**src/rtl/recv_lane_arbiter.sv**
```systemverilog
// Round-robin arbiter sharing one byte receiver between NUM_LANES lanes.
// Define RECV_ARB_FIXED_PRIO_EN for fixed lowest-index-first priority.
module recv_lane_arbiter #(
  parameter int          NUM_LANES      = 4,
  parameter logic [15:0] TIMEOUT_CYCLES = 16'd4096
) (
  input  logic                         clk,
  input  logic                         rst_n,
  input  logic [NUM_LANES-1:0]         lane_req,
  input  logic [8*NUM_LANES-1:0]       lane_data,
  output logic [NUM_LANES-1:0]         lane_gnt,
  input  logic                         rx_rdy,
  output logic                         rx_start,
  output logic [7:0]                   rx_data,
  output logic [$clog2(NUM_LANES)-1:0] active_lane,
  output logic                         busy,
  output logic                         timeout
);

  localparam int LW = $clog2(NUM_LANES);

  localparam logic [1:0] S_IDLE  = 2'd0;
  localparam logic [1:0] S_START = 2'd1;
  localparam logic [1:0] S_RUN   = 2'd2;
  localparam logic [1:0] S_REL   = 2'd3;

  logic [1:0]    state;
  logic [15:0]   wd;
  logic [15:0]   wd_inc;
  logic          wd_hit;
  logic [LW-1:0] winner;

  assign wd_inc = wd + 16'd1;
  assign wd_hit = (TIMEOUT_CYCLES != 16'd0) &&
                  (wd_inc == TIMEOUT_CYCLES);

`ifdef RECV_ARB_FIXED_PRIO_EN
  always_comb begin
    winner = '0;
    for (int i = NUM_LANES - 1; i >= 0; i--) begin
      if (lane_req[i]) winner = LW'(i);
    end
  end
`else
  logic [LW-1:0] rr_ptr;
  logic [LW-1:0] cand;
  logic          hit;

  // Scan starts just after the last winner and wraps.
  always_comb begin
    winner = '0;
    cand   = '0;
    hit    = 1'b0;
    for (int k = 1; k <= NUM_LANES; k++) begin
      cand = LW'((int'(rr_ptr) + k) % NUM_LANES);
      if (!hit && lane_req[cand]) begin
        hit    = 1'b1;
        winner = cand;
      end
    end
  end

  always_ff @(posedge clk or negedge rst_n) begin
    if (!rst_n) begin
      rr_ptr <= LW'(NUM_LANES - 1);
    end else if (state == S_REL) begin
      rr_ptr <= active_lane;
    end
  end
`endif

  always_ff @(posedge clk or negedge rst_n) begin
    if (!rst_n) begin
      state       <= S_IDLE;
      lane_gnt    <= '0;
      active_lane <= '0;
      wd          <= '0;
      timeout     <= 1'b0;
    end else begin
      timeout <= 1'b0;
      unique case (state)
        S_IDLE: begin
          if (|lane_req && rx_rdy) begin
            lane_gnt    <= {{(NUM_LANES-1){1'b0}}, 1'b1} << winner;
            active_lane <= winner;
            state       <= S_START;
          end
        end
        S_START: begin
          state <= S_RUN;
        end
        S_RUN: begin
          if (wd != 16'hFFFF) wd <= wd_inc;
          // Receiver idle ends the frame; rdy never accepted is the same exit.
          if (rx_rdy) begin
            lane_gnt <= '0;
            state    <= S_REL;
          end else if (wd_hit) begin
            lane_gnt <= '0;
            timeout  <= 1'b1;
            state    <= S_REL;
          end
        end
        S_REL: begin
          wd    <= '0;
          state <= S_IDLE;
        end
        default: begin
          state <= S_IDLE;
        end
      endcase
    end
  end

  always_comb begin
    rx_data = '0;
    for (int i = 0; i < NUM_LANES; i++) begin
      if (lane_gnt[i]) rx_data = rx_data | lane_data[8*i +: 8];
    end
  end

  assign rx_start = (state == S_START);
  assign busy     = (state != S_IDLE);

endmodule

```
**config.mk**
```make
export PLATFORM = sky130hd
export DESIGN_NAME = recv_lane_arbiter
export DESIGN_NICKNAME = d
export VERILOG_FILES = /design/src/rtl/recv_lane_arbiter.sv
export SDC_FILE = /design/constraint.sdc
export NUM_CORES = 1
export LEC_CHECK = 0
export ABC_AREA = 1
export BUFFER_PORTS_ARGS = -buffer_cell sky130_fd_sc_hd__buf_2
export CAP_MARGIN = 15
export CORE_ASPECT_RATIO = 2
export CORE_MARGIN = 5
export CORE_UTILIZATION = 53
export DETAILED_ROUTE_END_ITERATION = 6
export PLACE_DENSITY = 0.87
export SLEW_MARGIN = 5
export SYNTH_ARGS = -nofsm -noshare
export SYNTH_HDL_FRONTEND = slang
export SYNTH_SLANG_ARGS = --single-unit
```
**constraint.sdc**
```tcl
create_clock -name clk -period 2.37 [get_ports clk]
set_clock_uncertainty 0.05 [all_clocks]
set_input_delay 0.474 -clock clk [delete_from_list [all_inputs] [get_ports clk]]
set_output_delay 0.474 -clock clk [all_outputs]
set_load 0.02 [all_outputs]
```
* Word level (Yosys, flattened, before mapping)
Cells that the tools add are included.
Storage, ports and cells: input port bits 39, output and inout bits 17, register bits after elaboration 27
Cells by class: mux-type cells 32, reduce and logical (&&, ||, !) cells 16, shift operators 1, bitwise gates (word level) 3, equality and inequality tests 8, $lt $le $gt $ge 4, $add $sub $neg 5
Operator list (count):
- 8-bit 2-to-1 mux | 4
- 16-bit case mux with 2 select lines | 1
- 8-bit bitwise OR | 3
- 16-bit by 1-bit adder with 16-bit output, second input constant | 1
- 16-bit by 13-bit equality test with 1-bit output, second input constant | 1
- 16-bit 2-to-1 mux | 1
- 16-bit != test, second input constant | 1
- 2-bit 2-to-1 mux | 7
- 2-bit by 3-bit less-than comparator with 1-bit output, second input constant | 4
- 4-bit 2-to-1 mux | 3
- 1-bit 2-to-1 mux | 10
- 1-bit binary-select mux with 2-bit select | 4
- 2-bit case mux with 4 select lines | 1
- 4-bit case mux with 2 select lines | 1
- 2-bit AND reduction | 3
- 2-bit nonzero test | 3
- 2-bit by 1-bit adder with 2-bit output, second input constant | 2
- 2-bit adder, second input constant | 2
- 2-bit equality test, second input constant | 2
- 1-bit logical AND | 4
- 2-bit != test, second input constant | 2
- 4-bit OR reduction | 1
- 1-bit by 2-bit left shift with 4-bit output, first input constant | 1
- 1-bit zero test | 3
- 4 further kinds | 4

* Logic depth before layout (Yosys ltp)
depth after elaboration 16, mapped depth 14, mapped depth without buffers 14

* Worst setup path after synthesis
No wires, ideal clock.
kind reg2reg, start register wd[0], end register wd[2], required time 2193 ps, clock period less this slack 1771 ps, arrival time 1594 ps, stages on the path, launching flop included 11, slack 599 ps, cell sequence dfrtp_1 ha_1 nand3_2 nor2_4 nand3_1 inv_1 a22oi_1 clkbuf_1 inv_2 nand2_1 o31ai_1
Between the ends: word-level cells in the longest chain between the ends 3
RTL lines:
- from (decl) | line 28 | logic [15:0] wd;
- from (signal assigned) | line 93 | if (wd != 16'hFFFF) wd <= wd_inc;
- 16-bit by 1-bit adder with 16-bit output or 16-bit != test (tied branches) | line 33, 93
- 16-bit 2-to-1 mux or 2-bit != test (tied branches)
- 16-bit case mux with 2 select lines or 2-bit AND reduction (tied branches)
Parallel ways exist; a longest one is shown, timed or not. The select of a mux whose other input is x is not followed. A chain may end at the register's enable or synchronous reset.

* Worst setup path after layout
start register wd[0], end register state[1]
Between the ends: word-level cells in the longest chain between the ends 4
RTL lines:
- 16-bit by 1-bit adder with 16-bit output | line 33 | assign wd_inc = wd + 16'd1;
- 16-bit by 13-bit equality test with 1-bit output | line 35 | (wd_inc == TIMEOUT_CYCLES);
- 3-bit != test (no source line)
- 2-bit AND reduction (no source line)
- to (signal assigned) | line 74 | state <= S_IDLE;
- to (signal assigned) | line 86 | state <= S_START;
- to (signal assigned) | line 90 | state <= S_RUN;
- to (decl) | line 27 | logic [1:0] state;
No other way between the ends.

==> metrics.txt <==
status finished, final reports clean; vias per cell 5.45; clock sink total 27; Clock H-tree levels 1; Critical Path Fanout Max 8; drc violations 0; core area 3840 sq um; RSZ-0062 raised after global routing no; hold slack 0.137 ns; largest net degree at the start of global routing 28; fill count 373; grt ovf 0; vias in the first global route 2099; GR Util All Layers 22.2%; Die ar. 5400 sq um; Synth area leaders dfrtp_1, nand2_1, nand3_1, inv_1, nand4_1; via count 2296; initial core utilization 54.7%; area fraction of the dominant cell type after synthesis 29.7%; fin crit share 85.2%; Setup crit end kind register; routed len/inst 13.6 um; CTS tree built; Max Slew Vio Count 0; mapped cell area 2100 sq um; FMAX 0.495 GHz; diode count 0; Placed Cells incl. Taps 417; CP arrival 2.15 ns; CP startpoint wd[0]; YS warnings 0; initial drt markers 73; syn_area_per_cell 6.63 sq um; worst-margin pin slew 0.611 ns; count of final setup violators 0; Ports 56; MaxCap Viol Count 0; flip-flop and latch count after synthesis 27; TritonRoute pass-1 iters 4; CTS Buf Count 3; IO buf count 55; die width 54.5 um; global-route wire length before repair 8.95 mm; initial antenna violation count 0; CP required 2.50 ns; Crit Path Class reg -> reg; leading area contributor after synthesis dfrtp_1; post-synthesis sequential area ratio 32.2%; Tmin final 2.02 ns; Final ANT Viol Nets 0; startpoint types register; post-CTS setup buffers 0; Max Root-Sink Buffers 2; P_leak 1.29 nW; syn_nets 363; GP Congestion 0.917; worst reg2reg path startpoint wd[0]; Netlist cell types 33; DIE HEIGHT 99.1 um; total wire length 5.71 mm; post-CTS sizing 0; share of cells above drive strength 1 25.4%; Worst Hold Class in -> async; Max VDD drop 0.726 mV; Slew headroom 59.3%; Finished Layout Cells 421; HPWL after DPL 4.48 mm; nets 417; Rows 32; Pwr per Cell Area 1000 nW/um^2; later-pin clock latency in the skew report 0.28 ns; # hold bufs at CTS 0; cells after synthesis 317; Final Hold Viols 0; Clock transition at path regs 0.09 ns; Layout area overhead 15.9%; final setup TNS 0 ns; CTS root buf clkbuf_8
-- worst paths after layout --
kind / end / depth (start not counted) / slack (ns)
max: state[1] / 12 / 0.35
min: wd[6] / 1 / 0.14
max reg2reg: state[1] / 12 / 0.35
min reg2reg: rr_ptr[0] / 2 / 0.48
max in group asynchronous: wd[11] / 1 / 1.73
min in group clk: timeout / 2 / 0.34
-- metal layers --
layer / up-vias / GRT usage, % / share of wire [%]
met5: - / 0 / 0
met3: 29 / 2.70 / 5.4
li1: 1137 / - / -
met4: 0 / 15.4 / 5.5
met1: 1045 / 20.8 / 33
met2: 85 / 40.8 / 56
-- Yosys cell counts, drive strengths merged --
master	instances
a21boi	1
a21oi	1
a22oi	1
a31oi	1
and2	1
buf	5
clkbuf	2
dfrtp	25
dfstp	2
ha	7
inv	39
mux2	1
nand2	129
nand3	31
nand4	15
nor2	23
nor3	2
nor4	1
o21ai	18
o21bai	1
o22ai	7
o31ai	1
or2	2
xor2	1
-- through the flow --
step	total power [mW]	utilization [%]	cell area (sq um)	setup slack [ns]
detailed placement	2.17	62.2	2390	0.402
CTS	2.43	63.4	2440	0.371
global route	2.65	63.4	2440	0.114
floorplan	1.80	-	2100	0.599
finish	2.45	63.4	2440	0.352
global placement	2.13	62.2	2390	0.427
-- power by group --
group / total [mW] / internal (mW) / leakage, nW / switching (mW)
logic: 1.43 / 0.475 / 0.910 / 0.953
clock network: 0.272 / 0.121 / 0.0228 / 0.151
registers: 0.748 / 0.578 / 0.356 / 0.170
total: 2.45 / 1.17 / 1.29 / 1.27
-- registers in the layout, summed over array words and instances (netlist names) --
register,count
active_lane,2
lane_gnt,4
rr_ptr,2
state,2
timeout,1
wd,16
-- layout by cell type, fill, tap and decap left out, drive strengths merged --
cell	netlist	routed
a31oi	1	1
nand3	31	31
mux2	1	1
and2	1	1
o22ai	7	7
a21oi	1	1
inv	39	39
nand4	15	15
o21ai	18	18
o21bai	1	1
a21boi	1	1
buf	5	56
nor2	23	23
nor3	2	2
xor2	1	1
ha	7	7
a22oi	1	1
dfstp	2	2
nand2	129	129
nor4	1	1
clkbuf	2	4
dfrtp	25	25
or2	2	2
o31ai	1	1
-- kinds of logic after synthesis --
logic type | share of synthesized area [%]
AND/OR/NAND/NOR | 44.4
AO/OA/AOI/OAI | 8.51
multiplexers | 0.535
XOR/XNOR | 0.416
flip-flops | 32.2
buffers and inverters | 9.70
adder cells (fa/ha/maj) | 4.16
-- final cells by class --
type	count	area, sq um	area share, %
Timing Repair Buffer	56	283	11.6
Sequential cell	27	678	27.8
Tap cell	51	63.8	2.62
Clock buffer	4	45.0	1.85
Inverter	39	146	6.01
Multi-Input combinational cell	244	1220	50.1
-- critical path, cell delays in order (launching register included) --
cell     delay (ns)
dfrtp_1        0.42
ha_1           0.23
nand3_2        0.13
o21ai_0        0.19
nand2_1        0.11
nor2_2         0.12
nand2_1        0.06
nor2_2         0.15
nand3_2        0.14
nand2_4        0.14
nand2_2        0.06
nand2_1        0.06
nand2_1        0.06
(Power assumes the default switching activity.)
